--- config.mk ---
export PLATFORM = sky130hd
export DESIGN_NAME = seq_pattern_gen_flat
export DESIGN_NICKNAME = d
export VERILOG_FILES = /design/src/rtl/seq_gen_pkg.sv /design/src/rtl/seq_gen_if.sv /design/src/rtl/seq_gen_shifter.sv /design/src/rtl/seq_pattern_gen.sv /design/src/flat_wrapper.sv
export SDC_FILE = /design/constraint.sdc
export NUM_CORES = 1
export LEC_CHECK = 0
export CORE_ASPECT_RATIO = 1.5
export CORE_MARGIN = 8
export CORE_UTILIZATION = 50
export CTS_CLUSTER_SIZE = 14
export DETAILED_ROUTE_END_ITERATION = 7
export GPL_TIMING_DRIVEN = 0
export PLACE_DENSITY = 0.74
export SLEW_MARGIN = 0
export SYNTH_ARGS = -nofsm -noshare
export SYNTH_HDL_FRONTEND = slang
export SYNTH_HIERARCHICAL = 1
export SYNTH_SLANG_ARGS = --single-unit
--- constraint.sdc ---
create_clock -name clk -period 4.7 [get_ports clk]
set_input_delay 0.94 -clock clk [delete_from_list [all_inputs] [get_ports clk]]
set_output_delay 0.94 -clock clk [all_outputs]
set_load 0.02 [all_outputs]
--- src/rtl/seq_gen_pkg.sv ---
// Shared definitions for the serial pattern generator.
//   state_e   : FSM encoding, also driven out on the debug 'state' port
//   DEF_WIDTH : default maximum pattern length in bits
//   DEF_RW    : default width of the extra-repetition count
package seq_gen_pkg;

  localparam int DEF_WIDTH = 8;
  localparam int DEF_RW    = 4;

  typedef enum logic [1:0] {
    IDLE   = 2'b00,
    SHIFT  = 2'b01,
    PARITY = 2'b10,
    DONE   = 2'b11
  } state_e;

endpackage

--- src/rtl/seq_gen_if.sv ---
// Request/serial-output bundle of the pattern generator.
//   master : drives start/pattern/len/repeat_cnt, observes x/x_valid/busy/done/state
//   slave  : the generator side
import seq_gen_pkg::*;

interface seq_gen_if #(
  parameter int WIDTH = DEF_WIDTH,
  parameter int RW    = DEF_RW,
  parameter int LW    = $clog2(WIDTH + 1)
);
  logic             start;
  logic [WIDTH-1:0] pattern;
  logic [LW-1:0]    len;
  logic [RW-1:0]    repeat_cnt;
  logic             x;
  logic             x_valid;
  logic             busy;
  logic             done;
  logic [1:0]       state;

  modport master (
    output start, pattern, len, repeat_cnt,
    input  x, x_valid, busy, done, state
  );

  modport slave (
    input  start, pattern, len, repeat_cnt,
    output x, x_valid, busy, done, state
  );
endinterface

--- src/rtl/seq_gen_shifter.sv ---
// MSB-first shift register with a bit down-counter.
// The caller presents the first bit of a repetition itself; this block holds
// the remaining bits (load_tail) and hands out the following bit on next_bit.
//   clk, reset_n : clock, async active-low reset (counter only)
//   load         : load load_tail and load_cnt (start of a repetition)
//   shift        : advance by one bit, count down
//   load_tail    : pattern bits after the first one, left aligned
//   load_cnt     : bits in the repetition minus one
//   next_bit     : bit that follows the one currently on x
//   last         : the bit currently on x is the last of the repetition
import seq_gen_pkg::*;

module seq_gen_shifter #(
  parameter int WIDTH = DEF_WIDTH,
  parameter int LW    = $clog2(WIDTH + 1)
) (
  input  logic             clk,
  input  logic             reset_n,
  input  logic             load,
  input  logic             shift,
  input  logic [WIDTH-2:0] load_tail,
  input  logic [LW-1:0]    load_cnt,
  output logic             next_bit,
  output logic             last
);

  logic [WIDTH-1:0] sr_q, sr_d;
  logic [LW-1:0]    cnt_q, cnt_d;

  always_comb begin
    sr_d  = sr_q;
    cnt_d = cnt_q;
    if (load) begin
      sr_d  = {load_tail, 1'b0};
      cnt_d = load_cnt;
    end else if (shift) begin
      sr_d  = {sr_q[WIDTH-2:0], 1'b0};
      cnt_d = cnt_q - LW'(1);
    end
  end

  always_ff @(posedge clk or negedge reset_n) begin
    if (!reset_n) cnt_q <= '0;
    else          cnt_q <= cnt_d;
  end

  // Pattern bits are pure data and need no reset.
  always_ff @(posedge clk) begin
    sr_q <= sr_d;
  end

  assign next_bit = sr_q[WIDTH-1];
  assign last     = (cnt_q == '0);

endmodule

--- src/rtl/seq_pattern_gen.sv ---
// Serial bit-pattern transmitter. On start (while idle) captures pattern, len
// and repeat_cnt, then sends pattern[len-1..0] MSB-first on x, repeated
// repeat_cnt extra times back-to-back, followed by a one-cycle done pulse.
// Optional build macro SEQ_GEN_PARITY_EN appends an even-parity bit after each
// repetition.
//   clk     : rising-edge clock
//   reset_n : asynchronous active-low reset
//   bus     : seq_gen_if slave (start/pattern/len/repeat_cnt in,
//             x/x_valid/busy/done/state out, all outputs registered)
import seq_gen_pkg::*;

module seq_pattern_gen #(
  parameter int WIDTH = DEF_WIDTH,
  parameter int RW    = DEF_RW,
  parameter int LW    = $clog2(WIDTH + 1)
) (
  input  logic      clk,
  input  logic      reset_n,
  seq_gen_if.slave  bus
);

  state_e           state_q, state_d;
  logic             x_q, x_d;
  logic             x_valid_q, x_valid_d;
  logic             busy_q, busy_d;
  logic             done_q, done_d;
  logic [RW-1:0]    rep_q, rep_d;
  logic [WIDTH-1:0] pat_q, pat_d;
  logic [LW-1:0]    len_q, len_d;
`ifdef SEQ_GEN_PARITY_EN
  logic             par_q, par_d;
`endif

  logic [LW-1:0]    len_eff;
  logic [WIDTH-1:0] pat_aligned;
  logic             sh_load, sh_shift, sh_next_bit, sh_last;
  logic [WIDTH-2:0] sh_tail;
  logic [LW-1:0]    sh_cnt;
  logic             rep_end;

  // Out-of-range lengths fall back to the full width; the pattern is then
  // left-aligned so pattern[len-1] sits in the MSB and shifts out first.
  assign len_eff     = (bus.len == '0 || bus.len > LW'(WIDTH)) ? LW'(WIDTH) : bus.len;
  assign pat_aligned = bus.pattern << (LW'(WIDTH) - len_eff);

  seq_gen_shifter #(.WIDTH(WIDTH), .LW(LW)) u_shifter (
    .clk       (clk),
    .reset_n   (reset_n),
    .load      (sh_load),
    .shift     (sh_shift),
    .load_tail (sh_tail),
    .load_cnt  (sh_cnt),
    .next_bit  (sh_next_bit),
    .last      (sh_last)
  );

  always_comb begin
    state_d   = state_q;
    x_d       = 1'b0;
    x_valid_d = 1'b0;
    done_d    = 1'b0;
    pat_d     = pat_q;
    len_d     = len_q;
    rep_d     = rep_q;
    sh_load   = 1'b0;
    sh_shift  = 1'b0;
    sh_tail   = pat_q[WIDTH-2:0];
    sh_cnt    = len_q - LW'(1);
    rep_end   = 1'b0;
`ifdef SEQ_GEN_PARITY_EN
    par_d     = par_q;
`endif

    case (state_q)
      IDLE: begin
        if (bus.start) begin
          pat_d     = pat_aligned;
          len_d     = len_eff;
          rep_d     = bus.repeat_cnt;
          sh_load   = 1'b1;
          sh_tail   = pat_aligned[WIDTH-2:0];
          sh_cnt    = len_eff - LW'(1);
          x_d       = pat_aligned[WIDTH-1];
          x_valid_d = 1'b1;
          state_d   = SHIFT;
`ifdef SEQ_GEN_PARITY_EN
          par_d     = 1'b0;
`endif
        end
      end
      SHIFT: begin
`ifdef SEQ_GEN_PARITY_EN
        par_d = par_q ^ x_q;
`endif
        if (!sh_last) begin
          sh_shift  = 1'b1;
          x_d       = sh_next_bit;
          x_valid_d = 1'b1;
        end else begin
`ifdef SEQ_GEN_PARITY_EN
          // Parity includes the bit on x right now (the last one).
          state_d   = PARITY;
          x_d       = par_q ^ x_q;
          x_valid_d = 1'b1;
`else
          rep_end   = 1'b1;
`endif
        end
      end
`ifdef SEQ_GEN_PARITY_EN
      PARITY: rep_end = 1'b1;
`endif
      DONE:    state_d = IDLE;
      default: state_d = IDLE;
    endcase

    // End of a repetition: reload for the next one with no gap, or finish.
    if (rep_end) begin
      if (rep_q != '0) begin
        rep_d     = rep_q - RW'(1);
        sh_load   = 1'b1;
        x_d       = pat_q[WIDTH-1];
        x_valid_d = 1'b1;
        state_d   = SHIFT;
`ifdef SEQ_GEN_PARITY_EN
        par_d     = 1'b0;
`endif
      end else begin
        state_d = DONE;
        done_d  = 1'b1;
      end
    end

    busy_d = (state_d != IDLE);
  end

  always_ff @(posedge clk or negedge reset_n) begin
    if (!reset_n) begin
      state_q   <= IDLE;
      x_q       <= 1'b0;
      x_valid_q <= 1'b0;
      busy_q    <= 1'b0;
      done_q    <= 1'b0;
      rep_q     <= '0;
`ifdef SEQ_GEN_PARITY_EN
      par_q     <= 1'b0;
`endif
    end else begin
      state_q   <= state_d;
      x_q       <= x_d;
      x_valid_q <= x_valid_d;
      busy_q    <= busy_d;
      done_q    <= done_d;
      rep_q     <= rep_d;
`ifdef SEQ_GEN_PARITY_EN
      par_q     <= par_d;
`endif
    end
  end

  // Shadow copies of the request are data only.
  always_ff @(posedge clk) begin
    pat_q <= pat_d;
    len_q <= len_d;
  end

  assign bus.x       = x_q;
  assign bus.x_valid = x_valid_q;
  assign bus.busy    = busy_q;
  assign bus.done    = done_q;
  assign bus.state   = state_q;

endmodule
--- src/flat_wrapper.sv ---
// flat-port wrapper written by rule: the top's interface ports become plain ports
module seq_pattern_gen_flat 
#(
  parameter int WIDTH = DEF_WIDTH,
  parameter int RW    = DEF_RW,
  parameter int LW    = $clog2(WIDTH + 1)
)
  (clk, reset_n, bus_start, bus_pattern, bus_len, bus_repeat_cnt, bus_x, bus_x_valid, bus_busy, bus_done, bus_state);
  seq_gen_if #(.WIDTH(WIDTH), .RW(RW), .LW(LW)) bus_i ();
  input  logic clk;
  input  logic reset_n;
  input wire logic [$bits(bus_i.start)-1:0] bus_start;
  input wire logic [$bits(bus_i.pattern)-1:0] bus_pattern;
  input wire logic [$bits(bus_i.len)-1:0] bus_len;
  input wire logic [$bits(bus_i.repeat_cnt)-1:0] bus_repeat_cnt;
  output wire logic [$bits(bus_i.x)-1:0] bus_x;
  output wire logic [$bits(bus_i.x_valid)-1:0] bus_x_valid;
  output wire logic [$bits(bus_i.busy)-1:0] bus_busy;
  output wire logic [$bits(bus_i.done)-1:0] bus_done;
  output wire logic [$bits(bus_i.state)-1:0] bus_state;
  assign bus_i.start = bus_start;
  assign bus_i.pattern = bus_pattern;
  assign bus_i.len = bus_len;
  assign bus_i.repeat_cnt = bus_repeat_cnt;
  assign bus_x = bus_i.x;
  assign bus_x_valid = bus_i.x_valid;
  assign bus_busy = bus_i.busy;
  assign bus_done = bus_i.done;
  assign bus_state = bus_i.state;
  seq_pattern_gen #(.WIDTH(WIDTH), .RW(RW), .LW(LW)) u_core (.clk(clk), .reset_n(reset_n), .bus(bus_i));
endmodule
==> results.txt <==
----------------------------------------------------
[Floorplan]
  DIE AREA ... roughly 0.0060 sq mm
  Total I/O pin count ... 25
  Row count ... 27
  Width of the chip ... 65.98 um
  Starting utilization of the core area ... 0.5134
  Core Footprint ... approximately 0.0036 sq mm
  Floorplan die height ... between 90 and 100 um

[Setup path]
  Worst-path fanout max ... 8
  Type of the worst setup path ... in -> reg
  Worst setup EP type ... flop
  Data arrival time of the worst path ... between 4000 and 5000 ps
  Count of cells along the worst register-to-register path ... 9
  Worst endpoint required time ... 4740 ps
  Crit start category ... input pin

[Layout]
  Filler Cell Count ... 306
  Growth of design area from synthesis to finish ... 21.38%
  Number of antenna cells inserted ... 0
  Fraction of final layout cells sized beyond drive strength 1 ... 0.1795
  Number of nets in the layout ... around 220
  Register area ... ~900 sq um
  Post-Layout Inst Area ... approximately 0.0023 sq mm
  Total area of multi-input combinational cells ... about 880 sq um
  Highest-count cells in the layout ignoring fill and taps ... sky130_fd_sc_hd__clkdlybuf4s50_1, sky130_fd_sc_hd__edfxtp_1, sky130_fd_sc_hd__nand2_1
  Most common cell after layout, fill and taps aside ... sky130_fd_sc_hd__clkdlybuf4s50_1

[Detailed routing]
  Count of TritonRoute iterations in the first routing pass ... 4
  Post-detailed-route count of antenna-violating nets ... 0
  Routed vias/inst ... 5.676
  Average wire length per cell after detail routing ... roughly 16 um
  Drt total wl ... ~3.9 mm
  Total DRC errors in the routed layout ... 0
  Total number of vias ... about 1400
  Iter 0 DRT Violations ... 72

[Synth]
  Ranking of synthesized cells by area ... sky130_fd_sc_hd__edfxtp_1, sky130_fd_sc_hd__dfrtp_1, sky130_fd_sc_hd__mux2_2, sky130_fd_sc_hd__mux2i_1, sky130_fd_sc_hd__nand2_1
  Count of mapped cells out of synthesis ... between 150 and 200
  Cell type with the largest total area after synthesis ... sky130_fd_sc_hd__edfxtp_1
  Synthesized flop and latch total ... 33
  Number of library cell types mapped by synthesis ... 44
  Net count of the mapped netlist ... between 150 and 200
  Dominant synthesized flop cell ... sky130_fd_sc_hd__edfxtp_1
  Count of warnings emitted by yosys ... 6
  Async S/R FF share, synth ... 0.4242
  Register area share after synthesis ... 0.4916
  Average size of a mapped cell ... 11.49 sq um
  Share of the synthesized area in the top cell type ... 0.3046
  Post-synth EDFFs ... 19
  Synthesized area ... 0.001873 sq mm

[Timing]
  Maximum clock skew at final layout ... between 6 and 7 ps
  Setup repair after global routing missed its margin ... no
  Count of endpoints failing setup in the final report ... 0
  Peak clock frequency supported by timing ... 0.2495 GHz
  Ratio of final minimum period to clock period ... 0.8528
  Hold_ws ... approximately 540 ps
  Worst rel slew slack ... 0.3169
  Actual slew at the worst max-slew pin ... about 1000 ps
  Final WS setup ... 691.9 ps
  Post-layout min period ... 4008 ps
  Setup_tns ... 0 ps
  Max-slew violation total from the final report ... 0
  Final hold violations ... 0

[Placed design]
  Area of placed instances ... around 0.0022 sq mm
  Placer congestion estimate ... between 0.7 and 0.8
  Number of buffers inserted by port buffering ... 24
  Half-perimeter wire length after detailed placement ... 3.041 mm
  Setup slack at placement ... between 400 and 500 ps

[Clock tree]
  CTS Root Cell ... sky130_fd_sc_hd__clkbuf_8
  CTS buffer count ... 5
  Post-CTS Repair Setup Buffers ... 0
  Hold-fix buffers at CTS ... 0
  H-tree levels ... 2
  Number of buffers on the longest clock path ... 2
  Clock tree from TritonCTS ... done
  CTS Sinks ... 33
  Number of resized instances in the post-cts repair step ... 0
  Clock-pin slew on the worst setup and hold paths ... ~70 ps
  Later-pin clock latency in the skew report ... between 200 and 300 ps

[Outcome]
  Run status ... complete, no violations

[Power]
  Pwr per Cell Area ... 446.6 mW/mm^2
  Leak Pwr ... roughly 0.91 nW
  VDD IR max ... 256.1 uV

[GRT]
  Total gr overflow ... 0
  Number of antenna violations at the first check in global routing ... 0
  Global-route wire length before repair ... 6.624 mm
  Largest net degree at the start of global routing ... 22
  All-layer global routing usage ... 0.1409
  Vias in the first global route ... approximately 1500

[Flow run]
  Number of max-cap violations ... 0

[Hold path]
  Worst hold path stage count ... 2
  Hold crit path type ... reg -> reg

----------------------------------------------------
## where the power goes
part	switching [mW]	internal, mW	leakage [nW]
Sequential	0.0506	0.393	0.347
Combinational	0.157	0.161	0.514
Clock	0.0966	0.156	0.0528
Total	0.305	0.711	0.914
## layout make-up
class                           count  area share
Buffer                              6     0.01321
Clock buffer                        6     0.03192
Clock inverter                      2     0.01486
Inverter                           10     0.01651
Multi-Input combinational cell    114      0.3891
Sequential cell                    33      0.4051
Tap cell                           43     0.02367
Timing Repair Buffer               24      0.1057
## registers in the layout (all words and copies together) (netlist names)
| register | flops |
|---|---|
| u_core/bus.busy | 1 |
| u_core/bus.done | 1 |
| u_core/bus.state | 2 |
| u_core/bus.x | 1 |
| u_core/bus.x_valid | 1 |
| u_core/len_q | 4 |
| u_core/pat_q | 8 |
| u_core/rep_q | 4 |
| u_core/u_shifter/cnt_q | 4 |
| u_core/u_shifter/sr_q | 7 |
## per-layer routing
metal  part of all wire  GRT usage  up-vias
met4              0.033    0.08945        0
met1               0.38     0.1324      649
met2               0.53     0.2547       37
li1                   -          -      654
met3              0.062    0.03813       11
met5                  0          0        -
## stage by stage
step                power [mW]  std cells  utilization
floorplan               0.6677        163            -
global placement        0.7435        230       0.5940
detailed placement      0.7690        230       0.5940
CTS                      1.023        238       0.6231
global route             1.074        238       0.6231
finish                   1.015        238       0.6231
## kinds of logic (layout without fill, tap and decap cells)
group           Yosys count  after routing  share of synthesized area
simple gates             56             56                     0.1663
flops                    33             33                     0.4917
mux                      24             24                     0.1536
compound gates           22             22                    0.07816
buf+inv                  16             48                    0.03606
xor+xnor                  8              8                    0.04743
fa+ha+maj                 4              4                    0.02672
## worst max-delay path, cell delays in order
cell	delay, ps
sky130_fd_sc_hd__clkdlybuf4s50_1	550
sky130_fd_sc_hd__nor2b_1	140
sky130_fd_sc_hd__buf_2	220
sky130_fd_sc_hd__inv_1	150
sky130_fd_sc_hd__ha_1	200
sky130_fd_sc_hd__buf_4	180
sky130_fd_sc_hd__xnor2_4	290
sky130_fd_sc_hd__mux4_2	560
sky130_fd_sc_hd__mux2_2	290
sky130_fd_sc_hd__mux2_4	260
sky130_fd_sc_hd__mux2_2	260
## cell usage after synthesis (2+ instances only)
cell,n
sky130_fd_sc_hd__o221ai_1,2
sky130_fd_sc_hd__xnor2_1,2
sky130_fd_sc_hd__mux2i_1,7
sky130_fd_sc_hd__a31oi_1,2
sky130_fd_sc_hd__buf_2,3
sky130_fd_sc_hd__nand3_1,3
sky130_fd_sc_hd__nor4b_1,2
sky130_fd_sc_hd__a211oi_1,3
sky130_fd_sc_hd__dfrtp_1,14
sky130_fd_sc_hd__and2_1,2
sky130_fd_sc_hd__ha_1,4
sky130_fd_sc_hd__nand2b_1,3
sky130_fd_sc_hd__mux2_2,14
sky130_fd_sc_hd__xor2_1,5
sky130_fd_sc_hd__edfxtp_1,19
sky130_fd_sc_hd__mux4_2,2
sky130_fd_sc_hd__nor3_1,5
sky130_fd_sc_hd__o21ai_0,5
sky130_fd_sc_hd__a21oi_1,4
sky130_fd_sc_hd__or2_2,3
sky130_fd_sc_hd__nand2_1,15
sky130_fd_sc_hd__nor3b_1,2
sky130_fd_sc_hd__inv_1,9
sky130_fd_sc_hd__nor2_1,13
## final timing paths
check / startpoint / end / slack, ps
max: bus_len[0] / u_core/u_shifter/sr_q[7] / 690
min: u_core/pat_q[7] / u_core/bus.x / 540
max reg2reg: u_core/u_shifter/cnt_q[0] / u_core/u_shifter/sr_q[5] / 2010
min reg2reg: u_core/pat_q[7] / u_core/bus.x / 540
max in group asynchronous: reset_n / u_core/bus.x_valid / 3260
min in group asynchronous: reset_n / u_core/rep_q[0] / 1040
Power figures use the tool's default switching activity.
